## src/rtl/key_loader_pkg.sv

```systemverilog
// rtl/key_loader_pkg.sv - shared state encoding and default sizing for the key loader
package key_loader_pkg;

  localparam int KEY_W_DEF    = 8;
  localparam int MAX_FAIL_DEF = 3;

  typedef enum logic [1:0] {
    IDLE    = 2'd0,
    SHIFT   = 2'd1,
    DONE    = 2'd2,
    LOCKOUT = 2'd3
  } kl_state_e;

endpackage

```

## src/rtl/key_loader.sv

```systemverilog
// rtl/key_loader.sv - serial key loader with even-parity check, reload and sticky lockout
module key_loader
  import key_loader_pkg::*;
#(
  parameter int KEY_W    = KEY_W_DEF,
  parameter int MAX_FAIL = MAX_FAIL_DEF
) (
  input  logic             clk,
  input  logic             rst,
  input  logic             s_data,
  input  logic             s_valid,
  output logic             s_ready,
  input  logic             reload,
  output logic [KEY_W-1:0] key,
  output logic             key_valid,
  output logic             key_err,
  output logic             lockout
);

  localparam int CNT_W  = $clog2(KEY_W + 1);
  localparam int FAIL_W = $clog2(MAX_FAIL + 1);

  kl_state_e         r_state;
  logic [KEY_W-1:0]  r_shift;
  logic [CNT_W-1:0]  r_bit_cnt;
  logic              r_par;
  logic [KEY_W-1:0]  r_key;
  logic              r_key_valid;
  logic              r_key_err;
  logic              r_lockout;
  logic [FAIL_W-1:0] r_fail_cnt;

  logic              w_accept;
  logic              w_last;
  logic [FAIL_W-1:0] w_fail_inc;

  // s_ready depends on state only, never on s_valid
  assign s_ready    = (r_state == IDLE) || (r_state == SHIFT);
  assign w_accept   = s_valid && s_ready;
  assign w_last     = (r_bit_cnt == CNT_W'(KEY_W));
  assign w_fail_inc = (r_fail_cnt == FAIL_W'(MAX_FAIL)) ? r_fail_cnt
                                                        : r_fail_cnt + FAIL_W'(1);

  assign key       = r_key_valid ? r_key : '0;
  assign key_valid = r_key_valid;
  assign key_err   = r_key_err;
  assign lockout   = r_lockout;

  always_ff @(posedge clk or posedge rst) begin
    if (rst) begin
      r_state     <= IDLE;
      r_shift     <= '0;
      r_bit_cnt   <= '0;
      r_par       <= 1'b0;
      r_key       <= '0;
      r_key_valid <= 1'b0;
      r_key_err   <= 1'b0;
      r_lockout   <= 1'b0;
      r_fail_cnt  <= '0;
    end else begin
      r_key_err <= 1'b0;
      case (r_state)
        IDLE, SHIFT: begin
          if (w_accept) begin
            if (w_last) begin
              r_bit_cnt <= '0;
              r_shift   <= '0;
              r_par     <= 1'b0;
              if (r_par ^ s_data) begin
                r_key_err  <= 1'b1;
                r_fail_cnt <= w_fail_inc;
                if (w_fail_inc == FAIL_W'(MAX_FAIL)) begin
                  r_lockout <= 1'b1;
                  r_state   <= LOCKOUT;
                end else begin
                  r_state <= IDLE;
                end
              end else begin
                r_key       <= r_shift;
                r_key_valid <= 1'b1;
                r_state     <= DONE;
              end
            end else begin
              // LSB arrives first, so bits enter at the top and walk down
              r_shift   <= {s_data, r_shift[KEY_W-1:1]};
              r_par     <= r_par ^ s_data;
              r_bit_cnt <= r_bit_cnt + CNT_W'(1);
              r_state   <= SHIFT;
            end
          end
        end
        DONE: begin
          if (reload) begin
            r_key       <= '0;
            r_key_valid <= 1'b0;
            r_state     <= IDLE;
          end
        end
        LOCKOUT: begin
          r_key       <= '0;
          r_key_valid <= 1'b0;
        end
        default: r_state <= IDLE;
      endcase
    end
  end

endmodule

```

## config.mk

```make
export PLATFORM = sky130hd
export DESIGN_NAME = key_loader
export DESIGN_NICKNAME = d
export VERILOG_FILES = /design/src/rtl/key_loader_pkg.sv /design/src/rtl/key_loader.sv
export SDC_FILE = /design/constraint.sdc
export NUM_CORES = 1
export LEC_CHECK = 0
export ABC_AREA = 1
export CORE_UTILIZATION = 42
export CTS_CLUSTER_DIAMETER = 200
export CTS_CLUSTER_SIZE = 12
export DETAILED_ROUTE_END_ITERATION = 16
export PLACE_DENSITY_LB_ADDON = 0.12
export SLEW_MARGIN = 20
export SYNTH_ARGS = -nofsm -noshare
export SYNTH_HDL_FRONTEND = slang
export SYNTH_SLANG_ARGS = --single-unit
export TNS_END_PERCENT = 20
```

## constraint.sdc

```tcl
create_clock -name clk -period 1.95 [get_ports clk]
set_clock_uncertainty 0.1 [all_clocks]
set_input_delay 0.4875 -clock clk [delete_from_list [all_inputs] [get_ports clk]]
set_output_delay 0.4875 -clock clk [all_outputs]
set_load 0.01 [all_outputs]
```

Word-level counts from Yosys, hierarchy flattened
Cells that the tools add are included.
Word-level totals
  flip-flop bits (word level): 28
  bits in latches: 0
  memory bits (writable): 0
  ROM bits: 0
  input bits: 5
  output and inout port bits: 12
  word-level logic and storage cells: 57
  memories: 0
Operators by class
  add/subtract/negate cells: 2
  $mul: 0
  div/mod/pow operators: 0
  order comparisons: 0
  eq/ne operators: 10
  shifts and indexed selects: 0
  mux-type cells: 25
  bitwise logic cells: 1
  reductions and logical operators: 10
Operators by type and width (number)
  8-bit 2-to-1 mux: 6
  8-bit one-hot mux with 3 select lines: 1
  2-bit 2-to-1 mux: 6
  1-bit 2-to-1 mux: 9
  2-bit == test (second input constant): 4
  2-bit != test (second input constant): 4
  4-bit AND reduction: 2
  5-bit AND reduction: 1
  4-bit by 1-bit adder with 4-bit output (second input constant): 1
  4-bit == test (second input constant): 1
  4-bit 2-to-1 mux: 1
  2-bit one-hot mux with 2 select lines: 1
  1-bit one-hot mux with 3 select lines: 1
  3-bit AND reduction: 1
  2-bit by 1-bit adder with 2-bit output (second input constant): 1
  2-bit by 1-bit == test with 1-bit output (second input constant): 1
  2-bit zero test: 1
  2-bit AND reduction: 1
  2-bit nonzero test: 1
  2-bit OR reduction: 1
  1-bit logical AND: 1
  1-bit logical OR: 1
  1-bit bitwise XOR: 1

Depth between registers and ports, before layout
  word-level depth: 8
  depth in mapped cells: 7
  gate-level depth less buffers: 7

Least setup slack after synthesis
No wires, ideal clock.
  path kind: register to output
  start: register r_key_valid (netlist: key_valid)
  end: output port key[0]
  arrival time: 783 ps
  setup slack: 579 ps
  cell stages (with the launch flop): 4
  buffers on the path: 1
  cells stage by stage: dfrtp_1 > clkbuf_1 > nand2_1 > inv_1
On the way
  word-level cells in the longest chain between the ends: 1
RTL lines
  start, declared: RTL line key_loader.sv:28  | logic r_key_valid;
  start signal, assigned: RTL line key_loader.sv:56  | r_key_valid <= 1'b0;
  start signal, assigned: RTL line key_loader.sv:80  | r_key_valid <= 1'b1;
  start signal, assigned: RTL line key_loader.sv:95  | r_key_valid <= 1'b0;
  8-bit 2-to-1 mux: RTL line key_loader.sv:44  | assign key = r_key_valid ? r_key : '0;
  end, declared: RTL line key_loader.sv:14  | output logic [KEY_W-1:0] key,
No other way between the ends.

Final worst setup path
  start: register r_key_valid (netlist: key_valid)
  end: output port key[2]
Same word-level chain as after synthesis.

==> reports/metrics.yaml <==
worst_setup_path:
  critPathKind: "reg -> out"
  end_kind: "output pin"
  critical_path_arrival_ns: 1.23
  cp_max_fo: 10
  cp-start-kind: "flip-flop"
  cp.required_ns: 1.36
min_path:
  hold_class: "in -> async"
timing:
  slew_headroom_pct: 76.0
  post-route-period-util_pct: 93.2
  worst_slew_pin_slew_ns: 0.360
  period_minus_slack_ns: 1.82
  rsz0062_at_grt: "false"
  hold_violations: 0
  max_freq_mhz: 550
  finalSetupTns_ns: 0
  setup_viol: 0
  drv_slew: 0
clocking:
  cts.sinks: 28
  cts_buffers: 3
  clockBufferDepth: 2
  cts_hold_buf: 0
  root_buffer: "clkbuf_4"
  cts.htree.levels: 1
  cts_tree: "yes"
  insertion_delay_ns: 0.33
  clkSlewWorstSetupHoldPaths_ns: 0.15
yosys:
  synth_edf_count: 0
  syn_area_um2: 1410
  synth_area_leader_cell: "dfrtp_1"
  synthArstFlopShare_pct: 100
  ys_seq_elements: 28
  synth_seq_area_share_pct: 49.7
  synth.avg_cell_area_um2: 8.86
  synth_commonest_cells: "inv_1 (37), nand2_1 (31), dfrtp_1 (28)"
  syn_nets: 166
  synth_top_area_share_pct: 49.7
  ys.flop_type: "dfrtp_1"
  synthDistinctLibCells: 24
  netlist_instances: 159
  yosysWarningCount: 0
  synth_most_common_cell: "inv_1"
  netlist_top_cells_area: "dfrtp_1 (50%), inv_1 (9.9%), nand2_1 (8.3%)"
power:
  share_seq_of_total_power_pct: 44.8
  p_total_w: 0.00212
  sw_frac_of_total_pct: 39.1
  powerDensity_nw_per_um2: 1270
  peakVddDrop_v: 0.000592
  leakage_nw: 0.920
  pwr-share-comb_pct: 37.2
  switchingPower_w: 0.000831
  power_frac_clock_pct: 18.0
  internal_power_w: 0.00129
global_routing:
  gr-usage-all-layers_pct: 17.0
  grt_pass1_wl_um: 4530
  grt_max_degree: 29
  antenna_found_initial: 0
  grt_pass1_vias: 1006
  grt_overflow_total: 0
finish:
  nFillCells: 286
  drive_above_1_share_pct: 11.7
  finalNetCount: 188
  syn_to_final_growth_pct: 18.5
  final_cell_count_no_fill: 224
  diodes: 0
  fin_util_pct: 53.4
die:
  die_y_um: 59.9
  start_util_pct: 45.0
  core-area_um2: 3130
  die_x_um: 59.9
  ios: 17
  fp-row-count: 20
  dieArea_um2: 3590
placed_design:
  dp_hpwl_um: 1900
  place_congestion: 0.836
  port_buffers: 16
  placed_cells: 220
flow_run:
  cap_viol_max_count: 0
drt:
  drtPass1Iterations: 4
  post_drt_wl_per_cell_um: 11.7
  postRouteAntennaNets: 0
  drc_errors: 0
  first_iter_violations: 46
  vias_per_cell: 4.75
  vias: 1064
  routed_wl_um: 2610
outcome:
  outcome: "finished clean"
state kept, by name, summed over array words and instances (netlist names):
name	flops
r_bit_cnt	4
r_key	8
r_state	2
r_par	1
key_valid	1
key_err	1
r_fail_cnt	2
lockout	1
r_shift	8
cells in the final DEF, fill, tap and decap left out:
| cell | count |
|---|---|
| inv_1 | 37 |
| nand2_1 | 31 |
| dfrtp_1 | 27 |
| o21bai_1 | 10 |
| dlygate4sd2_1 | 10 |
| nand4_1 | 9 |
| o21ai_1 | 6 |
| o22ai_1 | 6 |
| clkdlybuf4s50_1 | 6 |
| nor2_1 | 5 |
| nand3_1 | 4 |
| buf_4 | 4 |
| nand2_2 | 3 |
| clkbuf_4 | 3 |
| inv_4 | 2 |
| nand3_4 | 2 |
| a21oi_1 | 2 |
| o21ai_0 | 2 |
| ha_1 | 2 |
| nand3_2 | 1 |
| nand2_4 | 1 |
| nand2_8 | 1 |
| nor2_4 | 1 |
| nor3_1 | 1 |
| a22oi_1 | 1 |
| nand4_2 | 1 |
| bufinv_16 | 1 |
| dfrtp_2 | 1 |
worst max-delay path: stages (launching register included):
cell and delay [ns]:
dfrtp_2 0.51, nand2_1 0.09, inv_1 0.04, dlygate4sd2_1 0.27
power by group through the flow:
| stage | registers [W] | logic [W] | clock network, W |
|---|---|---|---|
| after detailed placement | 0.000960 | 0.000808 | 0 |
| after floorplan | 0.000912 | 0.000615 | 0 |
| after CTS | 0.000947 | 0.000796 | 0.000392 |
| after global placement | 0.000949 | 0.000790 | 0 |
| after global routing | 0.000973 | 0.000896 | 0.000417 |
| final | 0.000951 | 0.000790 | 0.000381 |
metal layers:
metal,global-route usage [%],part of all wire (%),wire length [um],up-vias
met5,0,0,0,-
met4,7.31,0.73,19,0
met3,1.95,3.0,79,2
met2,26.2,44,1150,18
met1,24.0,52,1370,495
li1,-,-,-,549
logic make-up after synthesis:
family,Yosys count,synth area share (%)
simple gates,60,23.8
flops,28,49.7
buf+inv,42,12.6
compound gates,27,12.1
fa+ha+maj,2,1.78
per-stage QoR:
stage	hold WS (ns)	cell area (um2)	setup slack, ns
final	0.409	1670	0.132
after detailed placement	0.386	1630	0.107
after global routing	0.431	1670	0.0526
after floorplan	0.353	1410	0.579
after global placement	0.372	1630	0.120
after CTS	0.418	1670	0.114
repair_timing:
item / in CTS / in global routing
resized for setup: 11 / 0
buffers inserted: 0 / 0
endpoints found under the setup margin: 10 / 0
path summary, 6_finish.rpt:
kind | start | to | slack [ns] | cells past startpoint
worst min-delay path | rst | r_key[7]$_DFFE_PP0P_ | 0.41 | 3
worst min register to register | lockout$_DFFE_PP0P_ | lockout$_DFFE_PP0P_ | 0.42 | 1
max in group asynchronous | rst | key_valid$_DFFE_PP0P_ | 1.06 | 3
worst max register to register | r_bit_cnt[0]$_DFFE_PP0P_ | lockout$_DFFE_PP0P_ | 0.38 | 6
min in group clk | lockout$_DFFE_PP0P_ | lockout$_DFFE_PP0P_ | 0.42 | 1
worst max-delay path | key_valid$_DFFE_PP0P_ | key[2] | 0.13 | 3
area by class of cell:
class                      count  area [um2]  area share, %
timing repair buffer          20         178           10.6
sequential                    28         702           42.1
clock inverter                 1        30.0           1.80
clock buffer                   3        22.5           1.35
inverter                      39         151           9.07
multi-input combinational     89         531           31.8
tap                           44        55.1           3.30
No activity file was read; power rests on OpenSTA's default activity.
==> RTL change 1, RTL diff (same settings) <==
Register the output `key_err` once more, cleared by the reset; this adds one clock of latency there. The other outputs are not delayed to match.
--- a/src/rtl/key_loader.sv
+++ b/src/rtl/key_loader.sv
@@ -45,3 +45,9 @@
   assign key_valid = r_key_valid;
-  assign key_err   = r_key_err;
+  always_ff @(posedge clk or posedge rst) begin
+    if (rst) begin
+      key_err <= '0;
+    end else begin
+      key_err <= r_key_err;
+    end
+  end
   assign lockout   = r_lockout;
Behaviour: not the same (a bounded check fails within 10 cycles, from zero or initial values and one cycle with rst high).
==> RTL change 1 against the original RTL <==
Setup slack lost 0.021 ns. First-iteration DRC count increased by 6.5%. Global-route usage rose by 1.3 points. Power grew 8.3%. Sequential cell count is 1 higher. Clock power up 35%. Routed wire length rose by 2.9%. Critical path depth grew 1. Register-to-register slack better by 0.05 ns. Cell area rose by 4.1%. Maximum frequency shrank 1.1%. Area after synthesis rose by 1.8%. Highest routed layer unchanged.
==> RTL change 1: results (changes against the original RTL) <==
<table>
<tr><th>Metric</th><th>Value</th></tr>
<tr><th colspan="2">Finish</th></tr>
<tr><td>Share of final-layout standard cells stronger than drive strength 1</td><td>0.140 (+0.0231)</td></tr>
<tr><td>Final Net Count</td><td>192 (+2.1%)</td></tr>
<tr><th colspan="2">Placed design</th></tr>
<tr><td>Final RePlAce weighted congestion</td><td>0.784 (-6.2%)</td></tr>
<tr><td>Post-placement worst setup slack</td><td>0.0921 ns (-0.0152 ns)</td></tr>
<tr><th colspan="2">STA</th></tr>
<tr><td>Least setup slack across all paths after layout</td><td>0.111 ns (-0.0211 ns)</td></tr>
<tr><th colspan="2">Power and ir drop</th></tr>
<tr><td>Static leakage</td><td>0.000956 µW (+3.9%)</td></tr>
<tr><td>Maximum resistive drop on vdd</td><td>0.658 mV (+11%)</td></tr>
<tr><td>Sequential-cell power consumption</td><td>950 µW (about the same)</td></tr>
<tr><td>Total power density per cell area</td><td>1320 mW/mm² (+4.1%)</td></tr>
<tr><th colspan="2">Route</th></tr>
<tr><td>Number of design-rule violations left by the first detailed-router iteration</td><td>49 (+6.5%)</td></tr>
<tr><td>Via count</td><td>1066 (+0.19%)</td></tr>
<tr><td>Met1 layer wirelength in the final routing</td><td>1300 µm (-4.9%)</td></tr>
<tr><th colspan="2">Synthesis</th></tr>
<tr><td>Net Count, Synth</td><td>167 (+0.60%)</td></tr>
<tr><td>Leading post-synthesis cells by cell area</td><td>dfrtp_1 51%, inv_1 9.7%, nand2_1 8.1%</td></tr>
<tr><th colspan="2">GRT</th></tr>
<tr><td>Global-route met3 utilization</td><td>0.0640 (+0.0445)</td></tr>
<tr><td>Global-route wire length before repair</td><td>4640 µm (+2.3%)</td></tr>
<tr><td>Global Route met2 Usage</td><td>0.276 (+0.0144)</td></tr>
<tr><td>Number of global-route vias before repair</td><td>995 (-1.1%)</td></tr>
<tr><td>Maximum number of pins on one net before global-route repair</td><td>30 (+3.4%)</td></tr>
<tr><th colspan="2">Clock tree</th></tr>
<tr><td>Number of buffers added by the clock tree synthesis step</td><td>5 (+2)</td></tr>
<tr><td>Clock Pin Slew Worst Setup and Hold Paths</td><td>0.09 ns (-0.06 ns)</td></tr>
<tr><td>Postcts setup bufs</td><td>2 (+2)</td></tr>
<tr><th colspan="2">Worst setup path</th></tr>
<tr><td>Data arrival time of the critical path</td><td>1.25 ns (+0.02 ns)</td></tr>
<tr><td>Worst Reg2Reg Path Length in Cells</td><td>7 (+1)</td></tr>
<tr><td>Crit Path Max Fanout</td><td>5 (-5)</td></tr>
<tr><td>Reg2reg end</td><td>r_bit_cnt[3]$_DFFE_PP0P_</td></tr>
<tr><th colspan="2">Outcome</th></tr>
<tr><td>Result of the run</td><td>finished, final reports clean</td></tr>
<tr><th colspan="2">Min path</th></tr>
<tr><td>Worst hold path class</td><td>flip-flop to flip-flop</td></tr>
</table>
==> RTL change 1: cell count changes in the layout (fill, tap and decap cells not counted), sizes merged <==
cell,delta
buf,+1
clkbuf,+3
dfrtp,+1
clkinvlp,+1
==> RTL change 1: cell type report <==
type / count / area (µm²)
Inverter: 39 / 151
Tap cell: 44 / 55.1
Multi-Input combinational cell: 89 / 531
Sequential cell: 29 / 727
Clock inverter: 2 / 37.5
Fill cell: 300 / 1420
Clock buffer: 6 / 51.3
Timing Repair Buffer: 21 / 185
==> RTL change 1: cells by family (layout without fill, tap and decap cells) <==
group,count (synthesis),in the layout,synth area share
simple gates,60,60,0.234
buf+inv,42,68,0.124
flops,29,29,0.506
compound gates,27,27,0.119
fa+ha+maj,2,2,0.0174
==> RTL change 1: worst max-delay path: stages (launching register included) <==
cell           delay, ns
dfrtp_2             0.41
buf_4               0.15
nand2_1             0.06
inv_1               0.04
dlygate4sd2_1       0.27
==> RTL change 2, RTL diff (config.mk and constraints unchanged) <==
Without the edit above. `KEY_W_DEF`: 8 -> 4.
--- a/src/rtl/key_loader_pkg.sv
+++ b/src/rtl/key_loader_pkg.sv
@@ -3,3 +3,3 @@
 
-  localparam int KEY_W_DEF    = 8;
+  localparam int KEY_W_DEF    = 4;
   localparam int MAX_FAIL_DEF = 3;
Ports: changed (resized key); port bits go from 17 to 13. No check against the original RTL was run, so the function may have changed too.
==> RTL change 2 against the original RTL <==
Cell area fell by 37%. Sequential share of layout area increased by 3.3 points. Area after synthesis down 39%. Maximum frequency fell by 3.6%. Global-route usage decreased by 2.4 points. Power fell by 41%. Synthesized cell count shrank 40%. Routed wire length is 46% lower. Register-to-register slack gained 0.19 ns. Sequential power shrank 35%. Largest cell class unchanged. Sequential cell count shrank 9. Setup slack lost 0.067 ns.
==> RTL change 2: results (changes against the original RTL) <==
<table>
<tr><th>Metric</th><th>Value</th></tr>
<tr><th colspan="2">Clock tree</th></tr>
<tr><td>Clock network latency to the later pin of the worst-skew pair</td><td>0.29 ns (-0.04 ns)</td></tr>
<tr><td>Clock Pin Slew Worst Setup and Hold Paths</td><td>0.10 ns (-0.05 ns)</td></tr>
<tr><th colspan="2">Finish</th></tr>
<tr><td>Area fraction of clock buffers and clock inverters</td><td>0.0251 (-0.00642)</td></tr>
<tr><td>Signed area change from the synthesized netlist to the final layout</td><td>22.0%</td></tr>
<tr><td>Multi-input gates</td><td>59 (-34%)</td></tr>
<tr><td>Share of final-layout standard cells stronger than drive strength 1</td><td>0.132 (+0.0149)</td></tr>
<tr><td>Final Net Count</td><td>122 (-35%)</td></tr>
<tr><td>Number of clock buffers in the layout</td><td>4 (+1)</td></tr>
<tr><th colspan="2">Synthesis</th></tr>
<tr><td>Xor-xnor portion of the synthesized cell area</td><td>0.0102 (+0.0102)</td></tr>
<tr><td>Count of different cell masters after synthesis</td><td>16 (-33%)</td></tr>
<tr><td>Arithmetic-cell share of the synthesized area counting full adders, half adders and majority gates</td><td>0.0291 (+0.0114)</td></tr>
<tr><td>Leading post-synthesis cells by instance count</td><td>24 x nand2_1, 19 x dfrtp_1, 16 x inv_1</td></tr>
<tr><td>Sequential area share after synthesis</td><td>0.553 (+0.0558)</td></tr>
<tr><th colspan="2">Power and ir drop</th></tr>
<tr><td>Static leakage</td><td>0.000573 µW (-38%)</td></tr>
<tr><td>Sequential-cell power consumption</td><td>619 µW (-35%)</td></tr>
<tr><th colspan="2">GRT</th></tr>
<tr><td>Global-route met3 utilization</td><td>0.0231 (+0.00360)</td></tr>
<tr><td>Number of global-route vias before repair</td><td>528 (-48%)</td></tr>
<tr><th colspan="2">Placed design</th></tr>
<tr><td>Post-detail-place hpwl</td><td>1070 µm (-44%)</td></tr>
<tr><td>Final RePlAce weighted congestion</td><td>0.800 (-4.3%)</td></tr>
<tr><th colspan="2">Route</th></tr>
<tr><td>Number of design-rule violations left by the first detailed-router iteration</td><td>12 (-74%)</td></tr>
<tr><td>Metal3 WL</td><td>49 µm (-38%)</td></tr>
<tr><td>Via count</td><td>642 (-40%)</td></tr>
<tr><th colspan="2">Worst setup path</th></tr>
<tr><td>Data arrival time of the critical path</td><td>1.30 ns (+0.07 ns)</td></tr>
<tr><td>Crit Path Max Fanout</td><td>6 (-4)</td></tr>
<tr><th colspan="2">Outcome</th></tr>
<tr><td>Result of the run</td><td>finished, final reports clean</td></tr>
</table>
==> RTL change 2: cell count changes in the layout (fill, tap and decap cells not counted), moves of 4 or more <==
| cell | unedited run | this run |
|---|---|---|
| dfrtp_1 | 27 | 19 |
| nand3_1 | 4 | 12 |
| nor2_1 | 5 | 0 |
| nand2_1 | 31 | 24 |
| nand4_1 | 9 | 1 |
| inv_1 | 37 | 16 |
| dlygate4sd2_1 | 10 | 5 |
| o21ai_1 | 6 | 2 |
| o21bai_1 | 10 | 1 |
==> RTL change 2: worst max path at each step <==
stage,cells past startpoint,slack [ns],startpoint,endpoint
floorplan,7,0.69,r_bit_cnt[0]$_DFFE_PP0P_,r_key[0]$_DFFE_PP0P_
global placement,6,0.19,s_valid,r_bit_cnt[0]$_DFFE_PP0P_
detailed placement,6,0.18,s_valid,r_bit_cnt[0]$_DFFE_PP0P_
CTS,1,0.04,key_valid$_DFFE_PP0P_,key_valid
global route,1,0.02,key_valid$_DFFE_PP0P_,key_valid
finish,1,0.07,key_valid$_DFFE_PP0P_,key_valid
